<file path="src/rtl/cpu_defs.sv">
// Definitions shared by the fetch stage and the instruction decoder/controller:
// opcode values, sequencer state encoding and the default address width.
package cpu_defs;

    localparam int ADDR_W_DEF = 5;

    localparam logic [2:0] OP_HLT = 3'b000;
    localparam logic [2:0] OP_SKZ = 3'b001;
    localparam logic [2:0] OP_ADD = 3'b010;
    localparam logic [2:0] OP_AND = 3'b011;
    localparam logic [2:0] OP_XOR = 3'b100;
    localparam logic [2:0] OP_LDA = 3'b101;
    localparam logic [2:0] OP_STO = 3'b110;
    localparam logic [2:0] OP_JMP = 3'b111;

    typedef enum logic [1:0] {
        ST_FETCH  = 2'b00,
        ST_DECODE = 2'b01,
        ST_EXEC   = 2'b10,
        ST_HALTED = 2'b11
    } state_t;

endpackage

</file>
<file path="src/rtl/pc_next.sv">
// Next-PC select for the end of an EXEC cycle; priority is halt, then jump,
// then a taken skip, then sequential increment (all modulo 2^ADDR_W).
module pc_next #(
    parameter int ADDR_W = 5
) (
    input  logic [ADDR_W-1:0] pc,
    input  logic [ADDR_W-1:0] operand_addr,
    input  logic              jump,
    input  logic              skip,
    input  logic              acc_zero,
    input  logic              halt,
    output logic [ADDR_W-1:0] next_pc
);

    always_comb begin
        next_pc = pc + ADDR_W'(1);
        if (halt) begin
            next_pc = pc;
        end else if (jump) begin
            next_pc = operand_addr;
        end else if (skip && acc_zero) begin
            next_pc = pc + ADDR_W'(2);
        end
    end

endmodule

</file>
<file path="src/rtl/fetch_unit.sv">
// Instruction fetch/sequencing stage: program counter, instruction register and
// the FETCH/DECODE/EXEC/HALTED sequencer that gates datapath commits.
//
// state  | meaning
// FETCH  | imem_addr = pc; ir loads imem_data at the edge
// DECODE | opcode/operand_addr stable; controller samples them on the negedge
// EXEC   | exec_en high; pc updated from halt/jump/skip at the edge
// HALTED | halted high; pc holds the HLT address until resume
module fetch_unit
    import cpu_defs::*;
#(
    parameter int ADDR_W   = ADDR_W_DEF,
    parameter int RESET_PC = 0
) (
    input  logic                clk,
    input  logic                rst_n,
    output logic [ADDR_W-1:0]   imem_addr,
    input  logic [ADDR_W+2:0]   imem_data,
    output logic [2:0]          opcode,
    output logic [ADDR_W-1:0]   operand_addr,
    input  logic                jump,
    input  logic                skip,
    input  logic                halt,
    input  logic                acc_zero,
    input  logic                resume,
    output logic                exec_en,
    output logic                halted,
    output logic [ADDR_W-1:0]   pc
);

    localparam int IR_W = ADDR_W + 3;

    state_t            state;
    state_t            state_nxt;
    logic [IR_W-1:0]   ir;
    logic              ir_load;
    logic              pc_load;
    logic [ADDR_W-1:0] pc_d;
    logic [ADDR_W-1:0] pc_exec;

    pc_next #(.ADDR_W(ADDR_W)) u_pc_next (
        .pc           (pc),
        .operand_addr (operand_addr),
        .jump         (jump),
        .skip         (skip),
        .acc_zero     (acc_zero),
        .halt         (halt),
        .next_pc      (pc_exec)
    );

    always_ff @(posedge clk or negedge rst_n) begin
        if (!rst_n) begin
            state <= ST_FETCH;
        end else begin
            state <= state_nxt;
        end
    end

    // Controller inputs only matter in EXEC; resume only in HALTED.
    always_comb begin
        state_nxt = state;
        ir_load   = 1'b0;
        pc_load   = 1'b0;
        pc_d      = pc_exec;
        case (state)
            ST_FETCH: begin
                ir_load   = 1'b1;
                state_nxt = ST_DECODE;
            end
            ST_DECODE: begin
                state_nxt = ST_EXEC;
            end
            ST_EXEC: begin
                pc_load   = 1'b1;
                state_nxt = halt ? ST_HALTED : ST_FETCH;
            end
            ST_HALTED: begin
                if (resume) begin
                    pc_load   = 1'b1;
                    pc_d      = pc + ADDR_W'(1);
                    state_nxt = ST_FETCH;
                end
            end
            default: state_nxt = ST_FETCH;
        endcase
    end

    always_ff @(posedge clk or negedge rst_n) begin
        if (!rst_n) begin
            pc <= ADDR_W'(RESET_PC);
            ir <= '0;
        end else begin
            if (pc_load) begin
                pc <= pc_d;
            end
            if (ir_load) begin
                ir <= imem_data;
            end
        end
    end

    assign imem_addr    = pc;
    assign opcode       = ir[IR_W-1:ADDR_W];
    assign operand_addr = ir[ADDR_W-1:0];
    assign exec_en      = (state == ST_EXEC);
    assign halted       = (state == ST_HALTED);

endmodule

</file>
<file path="config.mk">
export PLATFORM = sky130hd
export DESIGN_NAME = fetch_unit
export DESIGN_NICKNAME = d
export VERILOG_FILES = /design/src/rtl/cpu_defs.sv /design/src/rtl/pc_next.sv /design/src/rtl/fetch_unit.sv
export SDC_FILE = /design/constraint.sdc
export NUM_CORES = 1
export LEC_CHECK = 0
export CAP_MARGIN = 10
export CORE_UTILIZATION = 40
export CTS_CLUSTER_DIAMETER = 120
export DETAILED_ROUTE_END_ITERATION = 8
export PLACE_DENSITY = 0.73
export SLEW_MARGIN = 20
export SYNTH_ARGS = -nofsm -noshare
export SYNTH_HDL_FRONTEND = slang
export SYNTH_HIERARCHICAL = 1
export SYNTH_SLANG_ARGS = --single-unit
</file>
<file path="constraint.sdc">
create_clock -name clk -period 1.9 [get_ports clk]
set_input_delay 0.57 -clock clk [delete_from_list [all_inputs] [get_ports clk]]
set_output_delay 0.57 -clock clk [all_outputs]
set_load 0.02 [all_outputs]
</file>
* Yosys cells after proc, flatten, opt, wreduce, memory -nomap -nowiden
Index checks and enable logic that the tools add are counted.
** Cells by class
- Add/subtract/negate cells :: 2
- Eq/ne operators :: 4
- Muxes and demuxes :: 11
- Reduce and logical (&&, ||, !) cells :: 2
** Operators with widths (count)
- 5-bit 2-to-1 mux :: 5
- 2-bit case mux with 4 select lines :: 1
- 5-bit by 1-bit adder with 5-bit output (second input constant) :: 1
- 5-bit by 2-bit adder with 5-bit output (second input constant) :: 1
- 2-bit equality test (second input constant) :: 2
- 2-bit 2-to-1 mux :: 2
- 2-bit by 1-bit equality test with 1-bit output (second input constant) :: 1
- 2-bit logical NOT :: 1
- 1-bit 2-to-1 mux :: 2
- 2-bit inequality test (second input constant) :: 1
- 1-bit case mux with 2 select lines :: 1
- 1-bit logical AND :: 1
** Word-level totals
- Flip-flop bits (word level) :: 15
- Input bits :: 15
- Output and inout port bits :: 20

* Logic depth before layout (Yosys ltp)
- Depth after elaboration :: 6
- Gate-level depth with buffers :: 6
- Mapped depth without buffers :: 6

* Cells and area by module
Netlist, hierarchy kept.
** Modules (own cells, without submodules)
- fetch_unit :: times used 1, cells an instance 63, area each 718.2 µm², seq. area each 375.4 µm²
- pc_next :: times used 1, cells an instance 39, area each 269.0 µm², seq. area each 0.0 µm²

* Least setup slack after synthesis
Ideal clock, no wire load.
- Kind :: reg2reg
- From :: reg pc[2] (netlist: imem_addr[2])
- To :: reg pc[2] (netlist: imem_addr[2])
- Arrival time :: 1629 ps
- Setup slack :: 194 ps
- Cell stages (with the launch flop) :: 7
- Path buffers :: 0
- Clock period less this slack :: 1706 ps
- Cell sequence :: dfrtp_1 -> ha_1 -> and3b_1 -> a311o_1 -> a2bb2oi_2 -> o22ai_1 -> a21oi_1
** On the way
- Cells in the longest elaborated chain, start to end :: 6
- Elaborated cells between the ends (all ways) :: 7
** RTL lines
- start, declared :: line fetch_unit.sv:28 : output logic [ADDR_W-1:0] pc
- start signal, assigned :: line fetch_unit.sv:90 : pc <= ADDR_W'(RESET_PC);
- start signal, assigned :: line fetch_unit.sv:94 : pc <= pc_d;
- 5-bit by 1-bit adder with 5-bit output / 5-bit by 2-bit adder with 5-bit output (equally long branches) :: line pc_next.sv:16, pc_next.sv:22
- 5-bit 2-to-1 mux :: line pc_next.sv:21 : end else if (skip && acc_zero) begin
- 5-bit 2-to-1 mux :: line pc_next.sv:19 : end else if (jump) begin
- 5-bit 2-to-1 mux (*) :: line pc_next.sv:17 : if (halt) begin
- net pc_exec[2] :: line fetch_unit.sv:39 : logic [ADDR_W-1:0] pc_exec;
- 5-bit 2-to-1 mux :: line fetch_unit.sv:78 : if (resume) begin
- 5-bit 2-to-1 mux (*) :: line fetch_unit.sv:65 : case (state)
Mark *: on every way through the listed nets, which the timed path passes. The rest lies on a longest branch.
A chain may end at the register's enable or synchronous reset.

* Worst setup path in the final report
- From :: reg ir[1]
- To :: out operand_addr[1]
** RTL lines
- start, declared :: line fetch_unit.sv:35 : logic [IR_W-1:0] ir;
- start signal, assigned :: line fetch_unit.sv:97 : ir <= imem_data;
- end, declared :: line fetch_unit.sv:20 : output logic [ADDR_W-1:0] operand_addr,
No word-level cell between the ends.

==> impl_metrics.json <==
{
  "status": "finished, final reports clean",
  "dp.cells": 166,
  "drc": 0,
  "area_growth_pct": 44.5,
  "drt_pre_antenna_iters": 4,
  "dp_hpwl_um": 1780,
  "avgViaCountPerCell": 5.54,
  "place_congestion": 0.817,
  "core_um2": 2280,
  "synth-xor-area-share_pct": 0,
  "grt_max_degree": 16,
  "track_usage_pct": 19.9,
  "min_to": "ir[6]$_DFFE_PN0N_",
  "r2r-start": "imem_addr[1]$_DFFE_PN0P_",
  "critPathBufInv": 1,
  "synthSimpleGateAreaFrac_pct": 15.0,
  "place_ws_ns": -0.236,
  "boundaryPins": 35,
  "synth_fa_ha_area_share_pct": 3.80,
  "antenna_cells": 0,
  "row_count": 17,
  "post-route-period-util_pct": 97.1,
  "drtAntennaViolNets": 0,
  "synth_compound_area_share_pct": 25.2,
  "grt_pass1_vias": 843,
  "worst_slew_pin_slew_ns": 0.433,
  "dr_total_vias": 942,
  "cts_root_buffer": "clkbuf_4",
  "crit_type": "reg -> out",
  "worstPathRequired_ns": 1.33,
  "reg2reg_slack_ns": 0.17,
  "drv_cap": 0,
  "nFillCells": 209,
  "syn_area_um2": 987,
  "report.final.slew_viol_count": 0,
  "grt_pass1_wl_um": 3910,
  "multi_input_area_um2": 536,
  "register_area_um2": 377,
  "nets": 161,
  "numPortBuffers": 34,
  "synth_top_family_by_area": "compound AO/OA/AOI/OAI gates",
  "yosysUniqueCellTypes": 34,
  "vdd_drop_max_uv": 1060,
  "start_kind": "flip-flop",
  "critical_path.top_delay_family": "buffers and inverters",
  "finalSetupViolations": 0,
  "dr.first_iter.drc_count": 17,
  "r2r_end": "imem_addr[2]$_DFFE_PN0P_",
  "clk-insertion-delay-late_ns": 0.28,
  "cts_tree": "yes",
  "setup_tns_ns": 0,
  "min_from": "ir[6]$_DFFE_PN0N_",
  "post-route-util_pct": 62.7,
  "yosysWarnings": 6,
  "drt-total-wl_um": 2320,
  "cp-end-kind": "output port",
  "fmax_mhz": 542,
  "rsz0062_at_grt": "no",
  "htreeDepth": 1,
  "crit_chain": "clkdlybuf4s50_1",
  "overflow": 0,
  "drive_gt1_share_pct": 20.4,
  "synthMuxAreaShare_pct": 10.3,
  "antenna_found_initial": 0,
  "path_clk_slew_ns": 0.10,
  "crit_fanout": 3,
  "clock_sinks": 15,
  "finalHoldViolCount": 0,
  "layout_common_cells": "clkdlybuf4s50_1, dfrtp_1, buf_4, dlygate4sd2_1",
  "yosysSeqAreaShare_pct": 38.0,
  "fin_area_um2": 1430,
  "syn_nets": 120,
  "crit_slowest_cell": "clkdlybuf4s50_1",
  "max_stage_delay_ns": 0.61,
  "maxSlewHeadroom_pct": 71.1,
  "dieHeight_um": 51.7,
  "syn_avg_cell_area_um2": 9.68,
  "worstPathArrival_ns": 1.28,
  "routedWlPerCell_um": 13.7,
  "period_minus_slack_ns": 1.85,
  "fin_worst_skew_ns": 0.00512,
  "initial_core_util_pct": 43.4,
  "synth_cells": 102,
  "dieArea_um2": 2670,
  "cts_buffers": 3,
  "power.leakage_uw": 0.000675,
  "hold_path_depth": 1,
  "placed_area_um2": 1390,
  "power.density_nw_per_um2": 1660,
  "hold_class": "reg -> reg",
  "worst_slack_ns": 0.0545,
  "clockBufferDepth": 2,
  "synth-seq-cells": 15,
  "die_w_um": 51.7,
  "stdcell_count": 170,
  "r2r_cells": 6,
  "final_common_cell": "clkdlybuf4s50_1"
}
==> cells in the mapped netlist <==
library cell | count | area [µm²]
dfrtp_1 | 15 | 375
mux2_2 | 9 | 101
nand2_1 | 9 | 33.8
a21oi_1 | 8 | 40.0
buf_4 | 6 | 45.0
buf_2 | 4 | 20.0
o22ai_1 | 4 | 25.0
a21boi_0 | 3 | 22.5
a2bb2oi_1 | 3 | 26.3
ha_1 | 3 | 37.5
inv_1 | 3 | 11.3
nand3_1 | 3 | 15.0
nor2b_1 | 3 | 18.8
o21ai_0 | 3 | 15.0
a211oi_1 | 2 | 15.0
a311o_1 | 2 | 20.0
and2_1 | 2 | 12.5
nand4_1 | 2 | 12.5
nor3_1 | 2 | 10.0
o211a_1 | 2 | 20.0
a21bo_2 | 1 | 10.0
a2bb2oi_2 | 1 | 15.0
and3_1 | 1 | 6.26
and3b_1 | 1 | 8.76
nand2b_1 | 1 | 6.26
nand3b_1 | 1 | 7.51
nor2_1 | 1 | 3.75
nor2_2 | 1 | 6.26
o211ai_1 | 1 | 7.51
o21bai_1 | 1 | 7.51
o2bb2ai_1 | 1 | 8.76
o311ai_1 | 1 | 8.76
o31ai_1 | 1 | 7.51
or3_1 | 1 | 6.26
==> repair_timing <==
action	CTS	global route
hold buffers	0	0
setup endpoints to repair	10	7
resized for setup	11	8
setup buffers	0	0
==> per-stage QoR <==
stage / hold slack [ns] / power (µW)
after CTS: 0.522 / 2400
after floorplan: 0.274 / 1670
after global routing: 0.544 / 2550
after global placement: 0.491 / 2240
after detailed placement: 0.499 / 2280
final: 0.521 / 2370
==> layout make-up <==
class | count | area share, %
flip-flops and latches | 15 | 26.4
clock inverters | 1 | 0.526
well taps | 28 | 2.46
multi-input cells | 74 | 37.5
repair buffers | 46 | 30.7
inverters | 3 | 0.789
clock buffers | 3 | 1.58
==> cells by family after synthesis <==
kind of cell,after synthesis
AO/OA/AOI/OAI,34
adder cells (fa/ha/maj),3
buffers and inverters,13
flip-flops,15
multiplexers,9
AND/OR/NAND/NOR,28
==> worst max path at each step <==
stage | from | to | cells past startpoint | slack (ns)
6_report | ir[1]$_DFFE_PN0N_ | operand_addr[1] | 1 | 0.05
5_1_grt | ir[1]$_DFFE_PN0N_ | operand_addr[1] | 1 | 0.007
4_1_cts | ir[3]$_DFFE_PN0N_ | operand_addr[3] | 1 | 0.005
3_5_place_dp | skip | imem_addr[3]$_DFFE_PN0P_ | 6 | -0.24
3_3_place_gp | skip | imem_addr[3]$_DFFE_PN0P_ | 6 | -0.22
2_1_floorplan | imem_addr[2]$_DFFE_PN0P_ | imem_addr[2]$_DFFE_PN0P_ | 6 | 0.19
==> registers in the layout, indices dropped and copies added, names as in the netlist <==
| signal | cells |
|---|---|
| imem_addr | 5 |
| ir | 8 |
| state | 2 |
==> routing by layer <==
layer / routed length (µm) / global-route usage (%) / up-vias
met5: 0 / 0 / -
met1: 1070 / 27.4 / 445
li1: - / - / 464
met2: 1120 / 31.2 / 31
met3: 103 / 1.75 / 2
met4: 27 / 9.46 / 0
==> report_power, final <==
group / switching [µW] / internal [µW] / total, µW
registers: 180 / 488 / 668
clock network: 108 / 79.9 / 188
logic: 759 / 757 / 1520
No activity file was read; power rests on OpenSTA's default activity.
